## src/rtl/edge_evt_pkg.sv

```systemverilog
// Shared types for the edge event arbiter: per-channel detect modes, output FSM
// states and the single-channel detect function.
package edge_evt_pkg;

  typedef enum logic [1:0] {
    MODE_OFF   = 2'b00,
    MODE_RISE  = 2'b01,
    MODE_FALL  = 2'b10,
    MODE_PULSE = 2'b11
  } edge_mode_t;

  typedef enum logic {
    IDLE    = 1'b0,
    PRESENT = 1'b1
  } evt_state_t;

  // a is the current sample, h1/h2 the samples from one and two cycles earlier.
  function automatic logic detect(input edge_mode_t m, input logic a,
                                  input logic h1, input logic h2);
    logic hit;
    hit = 1'b0;
    case (m)
      MODE_RISE:  hit = ~h1 & a;
      MODE_FALL:  hit = h1 & ~a;
      MODE_PULSE: hit = ~h2 & h1 & ~a;
      default:    hit = 1'b0;
    endcase
    return hit;
  endfunction

endpackage

```

## src/rtl/edge_rr_arbiter.sv

```systemverilog
// Combinational round-robin pick: the first requester found searching upward
// from last+1, wrapping modulo N_CH.
module edge_rr_arbiter #(
  parameter int N_CH = 4,
  parameter int CH_W = $clog2(N_CH)
) (
  input  logic [N_CH-1:0] req_i,
  input  logic [CH_W-1:0] last_i,
  output logic [N_CH-1:0] gnt_o,
  output logic [CH_W-1:0] idx_o,
  output logic            any_o
);

  assign any_o = |req_i;

  // Two descending scans: the lowest requester at or below last is the fallback,
  // the lowest requester above last overrides it.
  always_comb begin
    gnt_o = '0;
    idx_o = '0;
    for (int i = N_CH - 1; i >= 0; i--) begin
      if (req_i[i] && (i <= int'(last_i))) begin
        gnt_o    = '0;
        gnt_o[i] = 1'b1;
        idx_o    = CH_W'(i);
      end
    end
    for (int i = N_CH - 1; i >= 0; i--) begin
      if (req_i[i] && (i > int'(last_i))) begin
        gnt_o    = '0;
        gnt_o[i] = 1'b1;
        idx_o    = CH_W'(i);
      end
    end
  end

endmodule

```

## src/rtl/edge_event_arbiter.sv

```systemverilog
// Multi-channel edge/pulse event detector with one pending slot per channel,
// sticky overflow flags and a round-robin valid/ready event output.
module edge_event_arbiter
  import edge_evt_pkg::*;
#(
  parameter int N_CH = 4,
  parameter int CH_W = $clog2(N_CH)
) (
  input  logic              clk,
  input  logic              rst,
  input  logic [N_CH-1:0]   a,
  input  logic [2*N_CH-1:0] mode,
  output logic              evt_valid,
  input  logic              evt_ready,
  output logic [CH_W-1:0]   evt_ch,
  output logic [N_CH-1:0]   ovf,
  input  logic [N_CH-1:0]   ovf_clr
);

  logic [N_CH-1:0] h1_q, h2_q;
  logic [N_CH-1:0] pend_q, pend_d;
  logic [N_CH-1:0] ovf_q, ovf_d;
  evt_state_t      state_q, state_d;
  logic [CH_W-1:0] ch_q, ch_d;
  logic [CH_W-1:0] last_q, last_d;

  logic [N_CH-1:0] det;
  logic [N_CH-1:0] gnt, take;
  logic [CH_W-1:0] gnt_idx;
  logic            gnt_any;
  logic            load;

  always_comb begin
    det = '0;
    for (int i = 0; i < N_CH; i++) begin
      det[i] = detect(edge_mode_t'(mode[2*i +: 2]), a[i], h1_q[i], h2_q[i]);
    end
  end

  edge_rr_arbiter #(
    .N_CH (N_CH),
    .CH_W (CH_W)
  ) u_arb (
    .req_i  (pend_q),
    .last_i (last_q),
    .gnt_o  (gnt),
    .idx_o  (gnt_idx),
    .any_o  (gnt_any)
  );

  // A new winner is loaded from IDLE, or on the handshake cycle when PRESENT.
  assign load = gnt_any && ((state_q == IDLE) || evt_ready);
  assign take = load ? gnt : '0;

  // A detect on the channel being granted re-arms its pending bit rather than overflowing.
  always_comb begin
    pend_d  = (pend_q & ~take) | det;
    ovf_d   = (ovf_q & ~ovf_clr) | (det & pend_q & ~take);
    state_d = state_q;
    ch_d    = ch_q;
    last_d  = last_q;
    if (load) begin
      state_d = PRESENT;
      ch_d    = gnt_idx;
      last_d  = gnt_idx;
    end else if ((state_q == PRESENT) && evt_ready) begin
      state_d = IDLE;
    end
  end

  // NOTE: every register here is state, so all use non-blocking assignments and
  // all take the asynchronous reset; there is no memory array to leave unreset.
  always_ff @(posedge clk or posedge rst) begin
    if (rst) begin
      h1_q    <= '0;
      h2_q    <= '0;
      pend_q  <= '0;
      ovf_q   <= '0;
      state_q <= IDLE;
      ch_q    <= '0;
      last_q  <= CH_W'(N_CH - 1);
    end else begin
      h1_q    <= a;
      h2_q    <= h1_q;
      pend_q  <= pend_d;
      ovf_q   <= ovf_d;
      state_q <= state_d;
      ch_q    <= ch_d;
      last_q  <= last_d;
    end
  end

  assign evt_valid = (state_q == PRESENT);
  assign evt_ch    = ch_q;
  assign ovf       = ovf_q;

endmodule

```

## config.mk

```make
export PLATFORM = sky130hd
export DESIGN_NAME = edge_event_arbiter
export DESIGN_NICKNAME = d
export VERILOG_FILES = /design/src/rtl/edge_evt_pkg.sv /design/src/rtl/edge_rr_arbiter.sv /design/src/rtl/edge_event_arbiter.sv
export SDC_FILE = /design/constraint.sdc
export NUM_CORES = 1
export LEC_CHECK = 0
export ABC_AREA = 1
export BUFFER_PORTS_ARGS = -buffer_cell sky130_fd_sc_hd__buf_2
export CORE_UTILIZATION = 33
export CTS_CLUSTER_SIZE = 14
export DETAILED_ROUTE_END_ITERATION = 12
export MAX_ROUTING_LAYER = met4
export PLACE_DENSITY_LB_ADDON = 0.1
export SYNTH_ARGS = -nofsm -noshare
export SYNTH_HDL_FRONTEND = slang
export SYNTH_SLANG_ARGS = --single-unit
export TNS_END_PERCENT = 10
```

## constraint.sdc

```tcl
create_clock -name clk -period 2.15 [get_ports clk]
set_input_delay 0.43 -clock clk [delete_from_list [all_inputs] [get_ports clk]]
set_output_delay 0.43 -clock clk [all_outputs]
set_load 0.02 [all_outputs]
```

==> results of run 1 <==
final timing paths:
kind	startpoint	end	depth (start not counted)
worst min-delay path	rst	h2_q[1]$_DFF_PP0_	3
min in group clk	a[2]	h1_q[2]$_DFF_PP0_	1
worst max-delay path	last_q[1]$_DFFE_PP1P_	ovf[1]$_DFF_PP0_	7
worst max register to register	last_q[1]$_DFFE_PP1P_	ovf[1]$_DFF_PP0_	7
worst min register to register	h1_q[1]$_DFF_PP0_	h2_q[1]$_DFF_PP0_	0
max in group asynchronous	rst	last_q[1]$_DFFE_PP1P_	3
where the power goes:
group | switching [W] | total (W) | internal [W]
Sequential | 0.000106 | 0.000626 | 0.000520
Clock | 0.000119 | 0.000192 | 0.0000724
Combinational | 0.000381 | 0.000599 | 0.000218
Total | 0.000606 | 0.00142 | 0.000810
stage by stage:
stage / setup WS (ns) / cells / power, W / hold slack (ns)
2_1_floorplan: 0.992 / 127 / 0.00108 / 0.374
3_3_place_gp: 0.886 / 184 / 0.00124 / 0.376
3_5_place_dp: 0.865 / 184 / 0.00124 / 0.387
4_1_cts: 0.845 / 188 / 0.00143 / 0.125
5_1_grt: 0.737 / 188 / 0.00155 / 0.158
6_report: 0.855 / 188 / 0.00142 / 0.127
worst max-delay path: stages, from the launching register on:
cell and delay [ns]:
dfstp_2 0.60, inv_2 0.06, nand2_1 0.12, nand2_1 0.09
o21bai_1 0.17, nand2_1 0.07, nand2_1 0.06, nand2_1 0.04
area by class of cell:
class | instances | area (um^2)
Clock buffer | 4 | 26.3
Fill cell | 286 | 1610
Inverter | 20 | 75.1
Multi-Input combinational cell | 86 | 398
Sequential cell | 21 | 528
Tap cell | 31 | 38.8
Timing Repair Buffer | 26 | 133
synthesized netlist by cell type, types with 2 or more instances:
cell type | number | area [um^2]
and2_0 | 2 | 12.5
dfrtp_1 | 19 | 475
dfstp_2 | 2 | 52.6
inv_1 | 19 | 71.3
nand2_1 | 45 | 169
nand2_2 | 2 | 12.5
nand3_1 | 8 | 40.0
nand4_1 | 4 | 25.0
nor2_1 | 12 | 45.0
o21ai_0 | 3 | 15.0
metal layers:
metal | global-route usage (%) | share of wire (%) | wire, um | up-vias
met4 | 3.14 | 0.79 | 14 | 0
li1 | - | - | - | 451
met3 | 4.76 | 5.7 | 101 | 2
met1 | 16.5 | 47 | 841 | 382
met5 | - | 0 | 0 | -
met2 | 19.5 | 46 | 819 | 23
registers in the layout, indices dropped and copies added, names as in the netlist:
| name | cells |
|---|---|
| pend_q | 4 |
| evt_ch | 2 |
| h1_q | 4 |
| evt_valid | 1 |
| h2_q | 4 |
| last_q | 2 |
| ovf | 4 |
cells by family after synthesis:
family / share of synthesized area, %
buf+inv: 7.50
flops: 52.8
simple gates: 34.2
compound gates: 5.50
==> flow_summary.ini, run 1 <==
[power]
peakVddDrop_v = 0.000524
power.density_mw_per_mm2 = 1180
p_leak_nw = 0.695

[yosys]
synth_edf_count = 0
postSynthCellCount = 127
postSynthAreaPerCell_um2 = 7.88
async_reset_ff_share_pct = 100
syn-cell-area_mm2 = 0.00100
seq_area_frac_synth_pct = 52.8
synthesis.nets = 146
synth_ff_type = dfrtp_1
ys_types = 21
ys_warn_count = 0
ys_seq_elements = 21

[routing]
via_per_inst = 4.56
routedWlPerCell_um = 9.45
ant_nets = 0
wl_um = 1780
drc_errors = 2
drt-initial-drc-count = 21
via_count = 858
drt_first_pass_iters = 8

[timing]
slew_headroom_pct = 79.3
setup_violations = 0
finalSetupTns_ns = 0
finalHoldViolCount = 0
fin_crit_ns = 1.29
grt_setup_unrepaired = false
drv_slew = 0
max_freq_mhz = 772
worst-slew-pin-transition_ns = 0.308
finalCritPeriodShare_pct = 60.2
fin_skew_ns = 0.00237

[cts]
cts_hold_buf = 0
cts_buffers = 3
cts_setup_buffers = 0
clock-sinks = 21
cts.clk_slew.worst_paths_ns = 0.11
clock_path_buffers = 2
insertion_delay_ns = 0.30
root_buffer = clkbuf_4
htreeDepth = 1
cts_tree = yes
post_cts_resized = 0

[critical_path]
critPathKind = reg2reg
end_kind = flip-flop
cp_data_required_time_ns = 2.36
r2r_slack_ns = 0.86
crit_arrival_ns = 1.51
critPathLaunchType = flip-flop
critical_path.max_fanout = 5

[finish]
mostFrequentLayoutCell = nand2_1
n_antenna_cell = 0
nets = 177
final_cell_mix = 45 x nand2_1, 25 x buf_2, 19 x inv_1, 19 x dfrtp_1, 12 x nor2_1
post-route-util_pct = 42.7
design_area_mm2 = 0.00120
syn2layout_area_growth_pct = 19.8
drive_gt1_share_pct = 24.2

[global_route]
grt_first_pass_wirelength_um = 3150
grt_max_degree = 22
groute.usage.overall_pct = 12.9
grt_pass1_vias = 764
antenna_found_initial = 0
grt-ovfl-total = 0

[placement]
gp_congestion = 0.908
dpl-instance-area_mm2 = 0.00117
numPortBuffers = 25
hpwl_um = 1380

[run]
maxCapViolCount = 0

[floorplanning]
initial_core_util_pct = 35.7
core_area_mm2 = 0.00281
row_count = 19
num_io_pins = 26
die_w_um = 57.1
die_h_um = 57.1
die_area_mm2 = 0.00326

[outcome]
violations = design-rule violations
status = complete, but fails checks

[min_path]
hp-class = in2async
(Power assumes the default switching activity.)
==> run 2, diff against run 1 <==
Settings changed: ABC_AREA 1 to 0.
Clock period 2.15 ns to 1.1 ns, I/O delays scaled along.
==> run 2 against run 1 <==
  * Critical path type unchanged
  * Die area down 7.6%
  * Flip-flop and latch count unchanged
  * Clock skew up 0.0036 ns
  * Synthesized cell count down 31%
  * Wire length up 11%
  * The flow finishes with violations (negative setup slack)
  * Critical path depth down 3
  * Clock power up 92%
  * Register-to-register slack worse by 1.3 ns
  * Via count down 4.9%
  * Final area up 6.7%
==> flow_summary.ini, run 2 <==
[outcome]
status = complete, but fails checks
violations = negative setup slack

[routing]
drt_first_pass_iters = 3
via_count = 816
drt-initial-drc-count = 13
drc_errors = 0
wl_um = 1980
routedWlPerCell_um = 12.1
ant_nets = 0
via_per_inst = 5.01

[power]
peakVddDrop_v = 0.00115
power.density_mw_per_mm2 = 2540
power_w = 0.00325
p_leak_nw = 0.611

[critical_path]
r2r_slack_ns = -0.43
critPathKind = reg2reg
end_kind = flip-flop
critPathLaunch = last_q[1]$_DFFE_PP1P_
r2r_cells = 4
cp_data_required_time_ns = 1.30
r2r-start = last_q[1]$_DFFE_PP1P_
critical_path.max_fanout = 4
crit_end = ovf[0]$_DFF_PP0_
r2r_end = ovf[0]$_DFF_PP0_
critPathLaunchType = flip-flop
crit_arrival_ns = 1.74

[timing]
fin_crit_ns = 1.53
slew_headroom_pct = 76.1
worst-slew-pin-transition_ns = 0.355
grt_setup_unrepaired = true
fin_skew_ns = 0.00595
fin_ws_ns = -0.435
finalHoldViolCount = 0
max_freq_mhz = 652
drv_slew = 0
setup_violations = 13
finalCritPeriodShare_pct = 140

[floorplanning]
die_area_mm2 = 0.00301
initial_core_util_pct = 35.9
die_w_um = 54.9
core_area_mm2 = 0.00257
num_io_pins = 26
die_h_um = 54.9
row_count = 18

[cts]
cts.clk_slew.worst_paths_ns = 0.12
cts_tree = yes
root_buffer = clkbuf_4
htreeDepth = 1
clock_path_buffers = 2
cts_buffers = 3
clock-sinks = 21
insertion_delay_ns = 0.30

[yosys]
syn-cell-area_um2 = 922
synth_top_area_cell = dfrtp_1
synth_commonest_cells = 19 x dfrtp_1, 11 x nand2_1, 7 x inv_1
postSynthAreaPerCell_um2 = 10.5
ys_warn_count = 0
synth_most_common_cell = dfrtp_1
synth_top_area_share_pct = 51.6
ys_seq_elements = 21
postSynthCellCount = 88
synth_ff_type = dfrtp_1
ys_types = 31
seq_area_frac_synth_pct = 57.3
synth_area_leaders = dfrtp_1 52%, dfstp_2 5.7%, nand2_1 4.5%
synth_edf_count = 0
async_reset_ff_share_pct = 100
synthesis.nets = 107

[global_route]
grt_first_pass_wirelength_um = 3450
antenna_found_initial = 0
grt_max_degree = 22
grt_pass1_vias = 811
grt-ovfl-total = 0
groute.usage.overall_pct = 17.2

[placement]
dpl-instance-area_mm2 = 0.00120
dp.cells = 157
numPortBuffers = 25
hpwl_um = 1470
dp_slack_ns = -0.450
gp_congestion = 0.850

[finish]
n_fill_cell = 257
post-route-util_pct = 49.8
syn2layout_area_growth_pct = 38.7
drive_gt1_share_pct = 42.9
nets = 153
n_antenna_cell = 0
design_area_mm2 = 0.00128
layout.cells.non_filler = 163
mostFrequentLayoutCell = buf_2
final_cell_mix = 24 x buf_2, 18 x dfrtp_1, 15 x buf_4

[min_path]
hp-class = in2reg
hp-start = a[2]

[run]
maxCapViolCount = 0
run 2: how the worst min path moves through the flow:
| stage | end | slack [ns] | cells after the start |
|---|---|---|---|
| 2_1_floorplan | evt_ch[0]$_DFFE_PP0P_ | 0.19 | 1 |
| 3_3_place_gp | h1_q[3]$_DFF_PP0_ | 0.26 | 3 |
| 3_5_place_dp | h1_q[3]$_DFF_PP0_ | 0.27 | 3 |
| 4_1_cts | h1_q[2]$_DFF_PP0_ | 0.02 | 1 |
| 5_1_grt | h1_q[0]$_DFF_PP0_ | 0.03 | 1 |
| 6_report | h1_q[2]$_DFF_PP0_ | 0.04 | 1 |
run 2: layer usage:
layer	up-vias	GRT usage [%]	routed length [um]
li1	411	-	-
met1	389	19.4	929
met2	14	28.9	968
met3	2	2.50	53
met4	0	8.97	24
met5	-	-	0
run 2: report_power, final:
part / internal (W) / total (W) / switching (W)
clock network: 0.000141 / 0.000369 / 0.000228
logic: 0.000902 / 0.00171 / 0.000808
registers: 0.00101 / 0.00117 / 0.000164
run 2: cells by family after synthesis:
family | synth area share, %
muxes | 1.09
buffers and inverters | 3.94
and+or+nand+nor | 13.8
AOI/OAI and AO/OA | 23.9
DFF | 57.3
run 2: timing repair:
item	in CTS	in global routing
resized for setup	5	7
setup buffers	1	0
pin swaps	2	0
endpoints found under the hold margin	19	0
endpoints found under the setup margin	14	19
hold buffers	1	0
run 2: layout make-up:
class / instances / area (um^2) / area share (%)
flip-flops and latches: 21 / 529 / 41.4
inverters: 7 / 26.3 / 2.05
multi-input cells: 58 / 383 / 29.9
repair buffers: 43 / 277 / 21.6
well taps: 30 / 37.5 / 2.94
clock buffers: 4 / 26.3 / 2.05
run 2: critical path, stage by stage, from the launching register on:
cell and delay (ns):
dfstp_2 0.59, inv_1 0.06, a311o_1 0.30, a211o_1 0.26
a32o_1 0.23
run 2: through the flow:
| step | TNS (ns) | hold slack (ns) |
|---|---|---|
| 6_report | -3.83 | 0.0391 |
| 5_1_grt | -5.16 | 0.0325 |
| 4_1_cts | -3.98 | 0.0250 |
| 3_5_place_dp | -4.25 | 0.268 |
| 3_3_place_gp | -4.17 | 0.259 |
| 2_1_floorplan | -3.11 | 0.195 |
